--- src/rtl/pipeline_hazard_ctrl_if.sv ---
`default_nettype none
// ============================================================================
//  Module   : pipeline_hazard_ctrl_if
//  Purpose  : Bundles the hazard-detection inputs and the stage-register
//             enable/flush controls exchanged between the 5-stage MIPS
//             datapath and the hazard controller.
//  Modports : master - datapath side (drives hazard inputs, receives controls)
//             slave  - controller side (receives hazard inputs, drives controls)
//  Signals  : IFID_Rs/IFID_Rt/IFID_UsesRt   ID-stage source operands
//             IDEX_MemRead/IDEX_Rt          load in EX and its destination
//             ID_Jump, EX_BranchTaken       control-flow redirects
//             EX_MulDivStart                MULT/DIV entering EX
//             *_WriteEnable, *_Flush        stage register controls
//             Busy, StallCycles             status / performance counter
//  Revision : 1.0 - initial release
// ============================================================================
interface pipeline_hazard_ctrl_if;
  logic [4:0]  IFID_Rs;
  logic [4:0]  IFID_Rt;
  logic        IFID_UsesRt;
  logic        IDEX_MemRead;
  logic [4:0]  IDEX_Rt;
  logic        ID_Jump;
  logic        EX_BranchTaken;
  logic        EX_MulDivStart;

  logic        PC_WriteEnable;
  logic        IFID_WriteEnable;
  logic        IFID_Flush;
  logic        IDEX_WriteEnable;
  logic        IDEX_Flush;
  logic        EXMEM_Flush;
  logic        Busy;
  logic [15:0] StallCycles;

  modport master (
    output IFID_Rs, IFID_Rt, IFID_UsesRt, IDEX_MemRead, IDEX_Rt,
           ID_Jump, EX_BranchTaken, EX_MulDivStart,
    input  PC_WriteEnable, IFID_WriteEnable, IFID_Flush, IDEX_WriteEnable,
           IDEX_Flush, EXMEM_Flush, Busy, StallCycles
  );

  modport slave (
    input  IFID_Rs, IFID_Rt, IFID_UsesRt, IDEX_MemRead, IDEX_Rt,
           ID_Jump, EX_BranchTaken, EX_MulDivStart,
    output PC_WriteEnable, IFID_WriteEnable, IFID_Flush, IDEX_WriteEnable,
           IDEX_Flush, EXMEM_Flush, Busy, StallCycles
  );
endinterface
`default_nettype wire

--- src/rtl/pipeline_hazard_ctrl.sv ---
`default_nettype none
// ============================================================================
//  Module   : pipeline_hazard_ctrl
//  Purpose  : Hazard controller for the 5-stage MIPS core. Resolves load-use
//             stalls, jump/branch squashes and multi-cycle MULT/DIV occupancy
//             of EX, and counts stall cycles (saturating) for perf monitoring.
//  Ports    : Clock - clock, all state changes on rising edge
//             Reset - synchronous, active-high reset
//             hz    - pipeline_hazard_ctrl_if.slave (hazard inputs in,
//                     stage-register enables/flushes and status out)
//  Params   : MULDIV_CYCLES - cycles a MULT/DIV occupies EX (2..256)
//             CNT_W         - occupancy down-counter width
//  Revision : 1.0 - initial release
// ============================================================================
module pipeline_hazard_ctrl #(
  parameter int MULDIV_CYCLES = 4,
  parameter int CNT_W         = 8
) (
  input  wire logic              Clock,
  input  wire logic              Reset,
  pipeline_hazard_ctrl_if.slave  hz
);

  typedef enum logic [0:0] {
    S_RUN    = 1'b0,
    S_MULDIV = 1'b1
  } state_t;

  // The start cycle is already a freeze cycle, and the release cycle sits at
  // Count==0, so the counter is loaded with two less than the occupancy.
  localparam logic [CNT_W-1:0] c_CNT_INIT = CNT_W'(MULDIV_CYCLES - 2);
  localparam logic [CNT_W-1:0] c_CNT_ONE  = CNT_W'(1);
  localparam logic [15:0]      c_STALL_MAX = 16'hFFFF;

  state_t           r_state;
  state_t           w_state_next;
  logic [CNT_W-1:0] r_count;
  logic [CNT_W-1:0] w_count_next;
  logic [15:0]      r_stall_cycles;

  logic w_load_use;
  logic w_pc_we;
  logic w_ifid_we;
  logic w_ifid_flush;
  logic w_idex_we;
  logic w_idex_flush;
  logic w_exmem_flush;

  // Register 0 is hardwired, so a load into $zero never creates a hazard.
  assign w_load_use = hz.IDEX_MemRead && (hz.IDEX_Rt != 5'd0) &&
                      ((hz.IDEX_Rt == hz.IFID_Rs) ||
                       (hz.IFID_UsesRt && (hz.IDEX_Rt == hz.IFID_Rt)));

  always_ff @(posedge Clock) begin
    if (Reset) begin
      r_state <= S_RUN;
      r_count <= '0;
    end else begin
      r_state <= w_state_next;
      r_count <= w_count_next;
    end
  end

  always_comb begin
    w_state_next  = r_state;
    w_count_next  = r_count;
    w_pc_we       = 1'b1;
    w_ifid_we     = 1'b1;
    w_ifid_flush  = 1'b0;
    w_idex_we     = 1'b1;
    w_idex_flush  = 1'b0;
    w_exmem_flush = 1'b0;

    if (Reset) begin
      w_pc_we      = 1'b0;
      w_ifid_we    = 1'b0;
      w_idex_we    = 1'b0;
      w_state_next = S_RUN;
      w_count_next = '0;
    end else begin
      case (r_state)
        S_RUN: begin
          if (hz.EX_BranchTaken) begin
            w_ifid_flush = 1'b1;
            w_idex_flush = 1'b1;
          end else if (hz.EX_MulDivStart) begin
            w_pc_we       = 1'b0;
            w_ifid_we     = 1'b0;
            w_idex_we     = 1'b0;
            w_exmem_flush = 1'b1;
            w_state_next  = S_MULDIV;
            w_count_next  = c_CNT_INIT;
          end else if (w_load_use) begin
            w_pc_we      = 1'b0;
            w_ifid_we    = 1'b0;
            w_idex_flush = 1'b1;
          end else if (hz.ID_Jump) begin
            w_ifid_flush = 1'b1;
          end
        end

        S_MULDIV: begin
          // EX still holds the MULT/DIV, so branch/start inputs from EX are
          // meaningless here and deliberately not examined.
          if (r_count != '0) begin
            w_pc_we       = 1'b0;
            w_ifid_we     = 1'b0;
            w_idex_we     = 1'b0;
            w_exmem_flush = 1'b1;
            w_count_next  = r_count - c_CNT_ONE;
          end else begin
            w_state_next = S_RUN;
            if (w_load_use) begin
              w_pc_we      = 1'b0;
              w_ifid_we    = 1'b0;
              w_idex_flush = 1'b1;
            end else if (hz.ID_Jump) begin
              w_ifid_flush = 1'b1;
            end
          end
        end

        default: begin
          w_state_next = S_RUN;
          w_count_next = '0;
        end
      endcase
    end
  end

  always_ff @(posedge Clock) begin
    if (Reset) begin
      r_stall_cycles <= '0;
    end else if (!w_pc_we && (r_stall_cycles != c_STALL_MAX)) begin
      r_stall_cycles <= r_stall_cycles + 16'd1;
    end
  end

  assign hz.PC_WriteEnable   = w_pc_we;
  assign hz.IFID_WriteEnable = w_ifid_we;
  assign hz.IFID_Flush       = w_ifid_flush;
  assign hz.IDEX_WriteEnable = w_idex_we;
  assign hz.IDEX_Flush       = w_idex_flush;
  assign hz.EXMEM_Flush      = w_exmem_flush;
  assign hz.Busy             = (r_state == S_MULDIV) && !Reset;
  assign hz.StallCycles      = r_stall_cycles;

endmodule
`default_nettype wire

--- src/flat_wrapper.sv ---
// flat-port wrapper written by rule: the top's interface ports become plain ports
module pipeline_hazard_ctrl_flat 
#(
  parameter int MULDIV_CYCLES = 4,
  parameter int CNT_W         = 8
)
  (Clock, Reset, hz_IFID_Rs, hz_IFID_Rt, hz_IFID_UsesRt, hz_IDEX_MemRead, hz_IDEX_Rt, hz_ID_Jump, hz_EX_BranchTaken, hz_EX_MulDivStart, hz_PC_WriteEnable, hz_IFID_WriteEnable, hz_IFID_Flush, hz_IDEX_WriteEnable, hz_IDEX_Flush, hz_EXMEM_Flush, hz_Busy, hz_StallCycles);
  pipeline_hazard_ctrl_if hz_i ();
  input  wire logic Clock;
  input  wire logic Reset;
  input wire logic [$bits(hz_i.IFID_Rs)-1:0] hz_IFID_Rs;
  input wire logic [$bits(hz_i.IFID_Rt)-1:0] hz_IFID_Rt;
  input wire logic [$bits(hz_i.IFID_UsesRt)-1:0] hz_IFID_UsesRt;
  input wire logic [$bits(hz_i.IDEX_MemRead)-1:0] hz_IDEX_MemRead;
  input wire logic [$bits(hz_i.IDEX_Rt)-1:0] hz_IDEX_Rt;
  input wire logic [$bits(hz_i.ID_Jump)-1:0] hz_ID_Jump;
  input wire logic [$bits(hz_i.EX_BranchTaken)-1:0] hz_EX_BranchTaken;
  input wire logic [$bits(hz_i.EX_MulDivStart)-1:0] hz_EX_MulDivStart;
  output wire logic [$bits(hz_i.PC_WriteEnable)-1:0] hz_PC_WriteEnable;
  output wire logic [$bits(hz_i.IFID_WriteEnable)-1:0] hz_IFID_WriteEnable;
  output wire logic [$bits(hz_i.IFID_Flush)-1:0] hz_IFID_Flush;
  output wire logic [$bits(hz_i.IDEX_WriteEnable)-1:0] hz_IDEX_WriteEnable;
  output wire logic [$bits(hz_i.IDEX_Flush)-1:0] hz_IDEX_Flush;
  output wire logic [$bits(hz_i.EXMEM_Flush)-1:0] hz_EXMEM_Flush;
  output wire logic [$bits(hz_i.Busy)-1:0] hz_Busy;
  output wire logic [$bits(hz_i.StallCycles)-1:0] hz_StallCycles;
  assign hz_i.IFID_Rs = hz_IFID_Rs;
  assign hz_i.IFID_Rt = hz_IFID_Rt;
  assign hz_i.IFID_UsesRt = hz_IFID_UsesRt;
  assign hz_i.IDEX_MemRead = hz_IDEX_MemRead;
  assign hz_i.IDEX_Rt = hz_IDEX_Rt;
  assign hz_i.ID_Jump = hz_ID_Jump;
  assign hz_i.EX_BranchTaken = hz_EX_BranchTaken;
  assign hz_i.EX_MulDivStart = hz_EX_MulDivStart;
  assign hz_PC_WriteEnable = hz_i.PC_WriteEnable;
  assign hz_IFID_WriteEnable = hz_i.IFID_WriteEnable;
  assign hz_IFID_Flush = hz_i.IFID_Flush;
  assign hz_IDEX_WriteEnable = hz_i.IDEX_WriteEnable;
  assign hz_IDEX_Flush = hz_i.IDEX_Flush;
  assign hz_EXMEM_Flush = hz_i.EXMEM_Flush;
  assign hz_Busy = hz_i.Busy;
  assign hz_StallCycles = hz_i.StallCycles;
  pipeline_hazard_ctrl #(.MULDIV_CYCLES(MULDIV_CYCLES), .CNT_W(CNT_W)) u_core (.Clock(Clock), .Reset(Reset), .hz(hz_i));
endmodule
--- config.mk ---
export PLATFORM = sky130hd
export DESIGN_NAME = pipeline_hazard_ctrl_flat
export DESIGN_NICKNAME = d
export VERILOG_FILES = /design/src/rtl/pipeline_hazard_ctrl_if.sv /design/src/rtl/pipeline_hazard_ctrl.sv /design/src/flat_wrapper.sv
export SDC_FILE = /design/constraint.sdc
export NUM_CORES = 1
export LEC_CHECK = 0
export ABC_AREA = 1
export CAP_MARGIN = 20
export CORE_MARGIN = 10
export CORE_UTILIZATION = 44
export CTS_CLUSTER_DIAMETER = 100
export DETAILED_ROUTE_END_ITERATION = 12
export PLACE_DENSITY = 0.77
export SETUP_SLACK_MARGIN = 0.4
export SLEW_MARGIN = 20
export SYNTH_ARGS = -nofsm -noshare
export SYNTH_HDL_FRONTEND = slang
export SYNTH_SLANG_ARGS = --single-unit
--- constraint.sdc ---
create_clock -name Clock -period 1.9 [get_ports Clock]
set_input_delay 0.38 -clock Clock [delete_from_list [all_inputs] [get_ports Clock]]
set_output_delay 0.38 -clock Clock [all_outputs]
set_load 0.03 [all_outputs]
== Word-level counts from Yosys, hierarchy flattened ==
Index checks and enable logic that the tools add are counted.
W data, S select, Z words.
Storage, ports and cells
  bits in registers: 25
  input bits: 22
  output and inout port bits: 23
  logic and storage cells: 56
Operators by class
  $add $sub $neg: 2
  eq/ne operators: 6
  multiplexer cells: 33
  bitwise logic cells: 1
  reduce and logical (&&, ||, !) cells: 11
Operator list (number)
  $mux W1: 24
  $mux W8: 3
  $add A16 B1 Y16 const B: 1
  $ne A16 B16 Y1 const B: 1
  $pmux W8 S2: 1
  $eq A5 B5 Y1: 2
  $pmux W1 S2: 5
  $reduce_bool A8 Y1: 1
  $sub A8 B1 Y8 const B: 1
  $ne A2 B2 Y1 const B: 3
  $logic_and A1 B1 Y1: 5
  $reduce_bool A5 Y1: 1
  $reduce_and A3 Y1: 1
  $logic_not A1 Y1: 2
  $logic_or A1 B1 Y1: 1
  $not A1 Y1: 1

== Logic depth before layout (Yosys ltp) ==
  depth after elaboration: 11
  mapped depth: 12
  mapped depth without buffers: 11

== Least setup slack after synthesis ==
No wires, ideal clock.
  kind: register to output
  start point: reg u_core.r_count[0]
  end point: out hz_PC_WriteEnable
  arrival time: 2063 ps
  required time: 1520 ps
  slack: -543 ps
  cell stages (with the launch flop): 12
  buffers on the path: 3
  cells stage by stage: dfxtp_1 -> inv_1 -> ha_1 -> inv_1 -> nor3_1 -> a31oi_4 -> nor2_4 -> nand2_2 -> buf_6 -> buf_6 -> inv_1 -> buf_4
Between the ends
  word-level cells in the longest chain between the ends: 4
RTL lines
  from (decl): RTL line pipeline_hazard_ctrl.sv:37  | logic [CNT_W-1:0] r_count;
  from (signal assigned): RTL line pipeline_hazard_ctrl.sv:60  | r_count <= w_count_next;
  $reduce_bool A8 Y1: RTL line pipeline_hazard_ctrl.sv:105  | if (r_count != '0) begin
  $mux W1
  $pmux W1 S2
  $mux W1
  to (decl): RTL line flat_wrapper.sv:19  | output wire logic [$bits(hz_i.PC_WriteEnable)-1:0] hz_PC_WriteEnable;
Every way passes these cells.

== Worst setup path in the final report ==
  start point: reg u_core.r_count[2]
  end point: out hz_IFID_Flush
Between the ends
  word-level cells in the longest chain between the ends: 4
RTL lines
  $reduce_bool A8 Y1: RTL line pipeline_hazard_ctrl.sv:105
  $mux W1: RTL line pipeline_hazard_ctrl.sv:105
  $pmux W1 S2: RTL line pipeline_hazard_ctrl.sv:81  | case (r_state)
  $mux W1: RTL line pipeline_hazard_ctrl.sv:74  | if (Reset) begin
  to (decl): RTL line flat_wrapper.sv:21  | output wire logic [$bits(hz_i.IFID_Flush)-1:0] hz_IFID_Flush;
Every way passes these cells.

==> flow_summary.yaml <==
yosys:
  avgSynthCellArea_um2: 6.509
  synth_area_um2: 1673
  synthFlopType: "dfxtp_1"
  synthCells: 257
  seq_area_frac_synth_pct: 29.92
  synth_top_area_share_pct: 29.92
  synth_cell_types: 24
  synth-warning-count: 0
  synth_area_leader_cell: "dfxtp_1"
  synth_nets: 282
  synthTopCellsByArea: "dfxtp_1 (30%), nand2_1 (15%), nand3_1 (8.7%)"
  ys_seq_elements: 25
  ys_async_sr_fraction_pct: 0
  synth_edf_count: 0
sta:
  finalHoldViolCount: 0
  rsz0062_at_grt: "yes"
  hold_ws_ps: 489.4
  max_freq_ghz: 0.4933
  timing.final.crit_share_pct: 106.7
  fin_skew_ps: 8.119
  finalCriticalPeriod_ps: 2027
  tightest_slew_ps: 376.2
  worst_slack_ps: -127.2
  setup_viol: 7
  maxSlewHeadroom_pct: 74.73
  drv_slew: 0
place:
  detailed_place_hpwl_um: 3546
  post-place-ws_ps: -335.7
  gp_congestion: 0.8320
  port_buffers: 44
grt:
  grt_pass1_vias: 1858
  grt_pass1_wl_um: 8452
  overflow: 0
  grt_usage_pct: 15.75
  grt_max_degree: 18
  antenna_found_initial: 0
outcome:
  status: "complete, but fails checks"
  violations: "setup timing"
cts:
  clkTransAtPathRegs_ps: 100
  clock-sinks: 25
  cts_buffers: 3
  clk_path_buf_depth: 2
  h-tree-depth: 1
  hold_buffers: 0
  clock-root-buffer: "clkbuf_8"
  tritoncts: "yes"
  clock_latency_ps: 280
worst_setup_path:
  arrival_ps: 1650
  crit_fanout: 4
  cpMostUsedCell: "nor2_4"
  crit_required_ps: 1520
  cp-start-kind: "register"
  worst_path_max_delay_cell: "dfxtp_1"
  criticalPathCategory: "reg2out"
  crit_chain: "inv_1, nand2_1, nor2_4, a31oi_4, nor2_4, nand2_4, nor2_4, buf_6"
  critical-path-max-stage-delay_ps: 330
  r2r_setup_slack_ps: -10
  cp-end-kind: "primary output"
pwr:
  peakVddDrop_uv: 361.2
  p_leak_nw: 1.243
  power_density_nw_per_um2: 578.3
  power.total_mw: 1.576
floorplan:
  rows: 22
  initial_core_util_pct: 45.69
  coreArea_um2: 3661
  die_w_um: 81.66
  dieArea_um2: 6668
  ioPinCount: 45
  die_y_um: 81.66
routing:
  wl_per_cell_um: 14.58
  first_pass_iters: 4
  vias: 1914
  ant_nets: 0
  drc: 0
  vias_per_cell: 5.077
  wl_um: 5498
  initialDrtViolationCount: 93
finish:
  fin_nets: 355
  drive_gt1_share_pct: 37.08
  area_growth_pct: 62.90
  num_antenna_cells: 0
hold_path:
  hold_path.class: "reg2reg"
run:
  cap_violations: 0
==> kinds of logic after synthesis <==
group / count (synthesis) / share of synthesized area, %
AOI/OAI and AO/OA: 31 / 10.25
xor gates and xnor gates: 16 / 8.377
adders and majority gates: 3 / 2.244
buffers and inverters: 42 / 11.07
DFF: 25 / 29.92
and+or+nand+nor: 140 / 38.14
==> what timing repair did <==
action	in CTS	in global routing
setup endpoints to repair	44	37
setup buffers	8	4
cloned	2	1
pin swaps	19	4
gates resized for setup	85	53
==> state kept, by name, summed over array words and instances, names as in the netlist <==
name,cells
u_core.hz.StallCycles,16
u_core.r_count,8
u_core.r_state,1
==> power by group <==
| group | total [mW] | internal [mW] | switching (mW) |
|---|---|---|---|
| sequential | 0.599 | 0.562 | 0.0369 |
| clock | 0.339 | 0.150 | 0.189 |
| combinational | 0.638 | 0.286 | 0.352 |
| total | 1.58 | 0.999 | 0.577 |
==> placed cells by master (no fill, tap or decap), types with 8 or more instances in the layout <==
cell type and count:
nand2_1 56, inv_1 27, nor2_1 23, nand3_1 21, dlygate4sd2_1 19, buf_4 19
dfxtp_1 15, a21oi_1 14, buf_6 13, a21oi_2 11, xor2_1 10, nand3_2 8
dfxtp_2 8
==> worst max-delay path, delay by kind of cell (launching register included) <==
family          cells  cell delay (ps)
compound gates      1              110
flops               1              330
simple gates        5              660
buf+inv             2              250
==> routing by layer <==
layer	part of all wire (%)	GRT usage, %	wire length [um]	up-vias
li1	-	-	-	961
met1	40	17.07	2189	908
met2	55	30.09	3029	39
met3	4.3	2.948	236	6
met4	0.76	4.762	42	0
met5	0	0	0	-
==> Yosys cell counts (2+ instances only) <==
master / instances
xor2_1: 10
nand3_1: 29
nand2_2: 3
clkbuf_1: 2
inv_1: 35
xnor2_1: 6
buf_6: 3
dfxtp_1: 25
a21oi_1: 26
nor2_2: 3
nor2_1: 29
nand2_1: 65
o21ai_0: 4
nor3_1: 5
ha_1: 3
==> worst paths after layout <==
check / start / end / cells past startpoint
worst max-delay path: u_core.r_count[2]$_SDFFE_PP0P_ / hz_IFID_Flush / 8
worst min-delay path: u_core.hz.StallCycles[3]$_SDFFE_PP0P_ / u_core.hz.StallCycles[3]$_SDFFE_PP0P_ / 2
worst max register to register: u_core.r_count[2]$_SDFFE_PP0P_ / u_core.hz.StallCycles[7]$_SDFFE_PP0P_ / 12
worst min register to register: u_core.hz.StallCycles[3]$_SDFFE_PP0P_ / u_core.hz.StallCycles[3]$_SDFFE_PP0P_ / 2
==> area by class of cell <==
type                       instances  area (um^2)
clock buffer                       3        41.29
clock inverter                     1        6.256
fill                             293        935.9
inverter                          35        137.6
multi-input combinational        191         1251
sequential                        25        518.0
tap                               48        60.06
timing repair buffer              74        710.7
==> through the flow <==
| stage | TNS [ps] | util [%] | cell area [um^2] | instances |
|---|---|---|---|---|
| floorplan | -753.4 | - | 1748 | 257 |
| global placement | -6089 | 62.99 | 2306 | 358 |
| detailed placement | -6394 | 62.99 | 2306 | 358 |
| CTS | -374.9 | 69.75 | 2554 | 372 |
| global route | -2621 | 74.44 | 2725 | 377 |
| finish | -594.2 | 74.44 | 2725 | 377 |
Power figures use the tool's default switching activity.
